**src/rtl/game_timer_pkg.sv**
```systemverilog
// Shared types and helpers for the game timer: channel states and prescaler divisor.
package game_timer_pkg;

  typedef enum logic [1:0] {
    ST_IDLE = 2'd0,
    ST_RUN  = 2'd1,
    ST_DONE = 2'd2
  } ch_state_t;

  function automatic int calc_div(input int clk_hz, input int tick_hz);
    return clk_hz / tick_hz;
  endfunction

endpackage

```
**src/rtl/timer_channel.sv**
```systemverilog
// One timer channel: IDLE/RUN/DONE state, tick count, done pulse and sticky expired flag.
module timer_channel
  import game_timer_pkg::*;
#(
  parameter int WIDTH = 12
) (
  input  logic             clk_50M,
  input  logic             i_Zero,
  input  logic             tick,
  input  logic             start,
  input  logic             stop,
  input  logic             periodic,
  input  logic [WIDTH-1:0] limit,
  input  logic             ack,
  output logic [WIDTH-1:0] count,
  output logic             busy,
  output logic             done,
  output logic             expired
);

  ch_state_t        state;
  logic [WIDTH-1:0] lim;
  logic             per;

  // Stop outranks start, start outranks a tick; ack is applied first so a done in the same cycle keeps expired set.
  always_ff @(posedge clk_50M or posedge i_Zero) begin
    if (i_Zero) begin
      state   <= ST_IDLE;
      count   <= '0;
      lim     <= '0;
      per     <= 1'b0;
      done    <= 1'b0;
      expired <= 1'b0;
    end else begin
      done <= 1'b0;
      if (ack) expired <= 1'b0;
      if (stop) begin
        if (state != ST_IDLE) state <= ST_IDLE;
      end else if (start) begin
        count   <= '0;
        lim     <= limit;
        per     <= periodic & (limit != '0);
        expired <= 1'b0;
        if (limit == '0) begin
          state   <= ST_DONE;
          done    <= 1'b1;
          expired <= 1'b1;
        end else begin
          state <= ST_RUN;
        end
      end else if (state == ST_RUN && tick) begin
        if (count == lim - 1'b1) begin
          done    <= 1'b1;
          expired <= 1'b1;
          if (per) begin
            count <= '0;
          end else begin
            count <= lim;
            state <= ST_DONE;
          end
        end else begin
          count <= count + 1'b1;
        end
      end
    end
  end

  assign busy = (state == ST_RUN);

endmodule

```
**src/rtl/game_timer.sv**
```systemverilog
// Multi-channel game timer: free-running prescaler tick, N_CH channels, optional seed counter.
// Define GAME_TIMER_SEED_EN to build the seed counter; otherwise o_Seed is tied to 0.
module game_timer
  import game_timer_pkg::*;
#(
  parameter int CLK_HZ  = 50_000_000,
  parameter int TICK_HZ = 2000,
  parameter int WIDTH   = 12,
  parameter int N_CH    = 2
) (
  input  logic                  clk_50M,
  input  logic                  i_Zero,
  input  logic [N_CH-1:0]       i_Start,
  input  logic [N_CH-1:0]       i_Stop,
  input  logic [N_CH-1:0]       i_Periodic,
  input  logic [N_CH*WIDTH-1:0] i_Limit,
  input  logic [N_CH-1:0]       i_Ack,
  input  logic                  i_SeedEn,
  output logic                  o_Tick,
  output logic [N_CH*WIDTH-1:0] o_Count,
  output logic [N_CH-1:0]       o_Busy,
  output logic [N_CH-1:0]       o_Done,
  output logic [N_CH-1:0]       o_Expired,
  output logic [WIDTH-1:0]      o_Seed
);

  localparam int DIV = calc_div(CLK_HZ, TICK_HZ);
  localparam int PW  = $clog2(DIV);
  localparam logic [PW-1:0] PRESC_MAX = PW'(DIV - 1);

  logic [PW-1:0] presc;

  // Free-running prescaler; the tick is registered on the wrap edge and channels consume it one cycle later.
  always_ff @(posedge clk_50M or posedge i_Zero) begin
    if (i_Zero) begin
      presc  <= '0;
      o_Tick <= 1'b0;
    end else begin
      o_Tick <= (presc == PRESC_MAX);
      presc  <= (presc == PRESC_MAX) ? '0 : presc + 1'b1;
    end
  end

  for (genvar k = 0; k < N_CH; k++) begin : g_ch
    timer_channel #(.WIDTH(WIDTH)) u_ch (
      .clk_50M  (clk_50M),
      .i_Zero   (i_Zero),
      .tick     (o_Tick),
      .start    (i_Start[k]),
      .stop     (i_Stop[k]),
      .periodic (i_Periodic[k]),
      .limit    (i_Limit[k*WIDTH +: WIDTH]),
      .ack      (i_Ack[k]),
      .count    (o_Count[k*WIDTH +: WIDTH]),
      .busy     (o_Busy[k]),
      .done     (o_Done[k]),
      .expired  (o_Expired[k])
    );
  end

`ifdef GAME_TIMER_SEED_EN
  logic [WIDTH-1:0] seed;

  always_ff @(posedge clk_50M or posedge i_Zero) begin
    if (i_Zero) seed <= '0;
    else if (i_SeedEn) seed <= seed + 1'b1;
  end

  assign o_Seed = seed;
`else
  // Masking keeps the enable input connected while the output stays constant zero.
  assign o_Seed = {WIDTH{1'b0}} & {WIDTH{i_SeedEn}};
`endif

endmodule
```
**config.mk**
```make
export PLATFORM = sky130hd
export DESIGN_NAME = game_timer
export DESIGN_NICKNAME = d
export VERILOG_FILES = /design/src/rtl/game_timer_pkg.sv /design/src/rtl/timer_channel.sv /design/src/rtl/game_timer.sv
export SDC_FILE = /design/constraint.sdc
export NUM_CORES = 1
export LEC_CHECK = 0
export BUFFER_PORTS_ARGS = -buffer_cell sky130_fd_sc_hd__clkbuf_2
export CELL_PAD_IN_SITES_DETAIL_PLACEMENT = 1
export CELL_PAD_IN_SITES_GLOBAL_PLACEMENT = 2
export CORE_MARGIN = 3
export CORE_UTILIZATION = 30
export DETAILED_ROUTE_END_ITERATION = 10
export PLACE_DENSITY_LB_ADDON = 0.1
export SYNTH_ARGS = -nofsm -noshare
export SYNTH_HDL_FRONTEND = slang
export SYNTH_HIERARCHICAL = 1
export SYNTH_SLANG_ARGS = --single-unit
```
**constraint.sdc**
```tcl
create_clock -name clk_50M -period 2.5 [get_ports clk_50M]
set_clock_uncertainty 0.2 [all_clocks]
set_input_delay 0.25 -clock clk_50M [delete_from_list [all_inputs] [get_ports clk_50M]]
set_output_delay 0.25 -clock clk_50M [all_outputs]
set_load 0.01 [all_outputs]
```
==> impl_metrics.yaml <==
outcome:
  outcome: "finished, violations left"
  failed_checks: "negative setup slack"
flow_run:
  max_cap_violations: 0
timing:
  period_share_pct: 113
  fin_crit_ns: 2.82
  fmax_mhz: 354
  timing.final.ws_setup_ns: -0.324
  tightest_slew_ns: 0.622
  final.setup.tns_ns: -6.69
  rsz0062_at_grt: "true"
  hold_violations: 0
  slew_violations: 0
  setup_viol: 32
  slew_headroom_pct: 58.5
clock_network:
  cts-htree-levels: 3
  clkSlewWorstSetupHoldPaths_ns: 0.06
  cts_tree: "yes"
  cts_buffer_depth: 2
  clkLatencyLatePin_ns: 0.34
  numCtsBuffers: 9
  cts_root_buf: "clkbuf_16"
  cts.sinks: 74
critical_path:
  cp-start-kind: "flip-flop"
  crit_type: "flip-flop to flip-flop"
  critPathTopFamily: "simple AND/OR/NAND/NOR gates"
  path_buf_inv: 1
  crit_slowest_cell: "or4b_4"
  worstPathRequired_ns: 2.53
  cp_max_fo: 4
  endpoint_kind: "flip-flop"
  cp_data_arrival_time_ns: 2.86
  path_cells: "inv_2 -> ha_4 -> or4b_4 -> a211oi_2 -> nand4_1 -> nor4_2 -> nand3_2 -> or3_1 -> a31o_1"
  worst_path_largest_cell_delay_ns: 0.50
routing:
  drtPass1Iterations: 6
  num_vias: 4499
  wl_um: 15500
  viasPerCell: 5.15
  drtIter0Drc: 182
  wl_per_cell_um: 17.7
  final_antenna_net_count: 0
  drcViolationCount: 0
floorplanning:
  start_util_pct: 31.4
  row_count: 44
  ioPinCount: 78
  fp.dieH_um: 131
  core-area_sq_um: 14900
  die_w_um: 131
  dieArea_sq_um: 17100
logic_synthesis:
  muxShareOfSynthArea_pct: 3.38
  mappedNetlistArea_sq_um: 4660
  synthTopCellsByArea: "dfrtp_1 40%, xnor2_1 5.6%, nand2_1 4.8%"
  synth_xor_area_share_pct: 8.83
  synth_top_cell_area_share_pct: 39.7
  synth_top_cell_by_area: "dfrtp_1"
  syn_area_per_cell_sq_um: 9.23
  synth_seq_area_share_pct: 39.7
  synth-compound-area-share_pct: 15.3
  synthAdderAreaFrac_pct: 1.34
  synthDistinctLibCells: 61
  synth_flop_cell: "dfrtp_1"
  synth-edff-count: 0
  synthCells: 505
  ys_ff_latch: 74
  ys_async_sr_fraction_pct: 100
  yosys_warnings: 6
  synth_top_family_by_area: "simple AND/OR/NAND/NOR gates"
  yosys.area_share.simple_pct: 26.0
final_layout:
  syn2layout_area_growth_pct: 45.4
  n_antenna_cell: 0
  regArea_sq_um: 1850
  multi_input_area_sq_um: 2880
  nets: 725
  final_util_pct: 45.6
  stdcell_area_sq_um: 6780
  nFillCells: 1716
  drive_above_1_share_pct: 36.8
placed_design:
  io_buffers: 64
  dp_slack_ns: -0.360
  dpl_cell_area_sq_um: 5770
  place_congestion: 0.795
  dp_hpwl_um: 11700
power_and_ir_drop:
  p_per_area_nw_per_um2: 548
  finalPower_mw: 3.72
  vdd_drop_max_mv: 0.347
  p_leak_nw: 2.99
min_path:
  hp-class: "primary input to flip-flop"
grt:
  grt_pass1_wl_um: 25300
  grt_use_total_pct: 19.0
  grt_overflow_total: 0
  grt_pass1_vias: 4769
  grt_max_degree: 30
  antenna_found_initial: 0
layout by cell type (no fill, tap or decap), drive strengths merged, types with 14 or more instances in the layout:
| master | instances |
|---|---|
| nor4 | 15 |
| dfrtp | 74 |
| nor2 | 27 |
| mux2 | 14 |
| xor2 | 17 |
| o21ai | 20 |
| clkbuf | 74 |
| nand2 | 59 |
| nand3 | 31 |
| buf | 99 |
| inv | 20 |
| xnor2 | 30 |
| dlygate4sd3 | 25 |
per-stage QoR:
| step | hold WS, ns | instances |
|---|---|---|
| after CTS | 0.0141 | 868 |
| after global placement | 0.164 | 816 |
| after floorplan | -0.0363 | 516 |
| final | 0.00360 | 874 |
| after global routing | 0.0453 | 874 |
| after detailed placement | 0.173 | 816 |
registers in the layout, indices dropped and copies added (netlist names):
register / flops
g_ch.u_ch/per: 2
g_ch.u_ch/lim: 24
presc: 15
g_ch.u_ch/state: 4
g_ch.u_ch/done: 2
o_Tick: 1
g_ch.u_ch/count: 24
g_ch.u_ch/expired: 2
power breakdown:
part	leakage, nW	internal (mW)	switching (mW)	total [mW]
logic	1.86	0.375	0.398	0.772
clock network	0.177	1.08	0.537	1.62
registers	0.961	1.26	0.0609	1.33
total	2.99	2.72	0.996	3.72
metal layers:
metal  up-vias  routed length [um]  track usage [%]
met5         -                   0                0
li1       2172                   -                -
met3        13                 523             4.11
met1      2234                7500             26.9
met4         0                 108             3.21
met2        80                7340             30.4
repair_timing:
action,in CTS,in global routing
setup endpoints to repair,31,32
buffers inserted,13,9
hold buffers,25,0
pin swaps,24,16
hold endpoints to repair,98,0
resized for setup,44,12
gates cloned,0,0
tightest hold or removal path: stages:
cell and delay [ns]:
clkbuf_2 0.09, nand2_1 0.06, o21ai_0 0.09
final cells by class:
type / instances / share of cell area, %
Clock buffer: 10 / 3.38
Timing Repair Buffer: 188 / 20.4
Inverter: 19 / 1.05
Tap cell: 184 / 3.40
Sequential cell: 74 / 27.3
Multi-Input combinational cell: 393 / 42.4
Clock inverter: 6 / 2.03
path summary, 6_finish.rpt:
check                      cells past startpoint                 from               endpoint  slack, ns
setup reg to reg                               9  g_ch[0].u_ch/lim[1]  g_ch[0].u_ch/state[0]      -0.32
hold / removal                                 3          i_Limit[17]    g_ch[1].u_ch/lim[5]      0.004
min in group asynchronous                      3               i_Zero              presc[13]       0.33
hold reg to reg                                1             presc[0]               presc[0]       0.27
setup / recovery                               9  g_ch[0].u_ch/lim[1]  g_ch[0].u_ch/state[0]      -0.32
max in group asynchronous                      3               i_Zero               presc[6]       1.37
cell families (layout without fill, tap and decap cells):
| kind of cell | Yosys count | in the layout |
|---|---|---|
| simple gates | 220 | 220 |
| compound gates | 95 | 95 |
| flops | 74 | 74 |
| buf+inv | 49 | 223 |
| xor+xnor | 47 | 47 |
| mux | 14 | 14 |
| fa+ha+maj | 5 | 5 |
| other cells | 1 | 12 |
cell usage after synthesis, types with 10 or more instances:
cell / n
xor2_1: 17
o21ai_0: 19
xnor2_1: 30
nand3_1: 29
buf_4: 12
nand2_1: 59
clkbuf_1: 14
a21oi_1: 11
inv_1: 19
nor4_1: 12
nand4_1: 13
and3_1: 12
dfrtp_1: 74
nor2_1: 27
nor3_1: 10
mux2_2: 14
No activity file was read; power rests on OpenSTA's default activity.
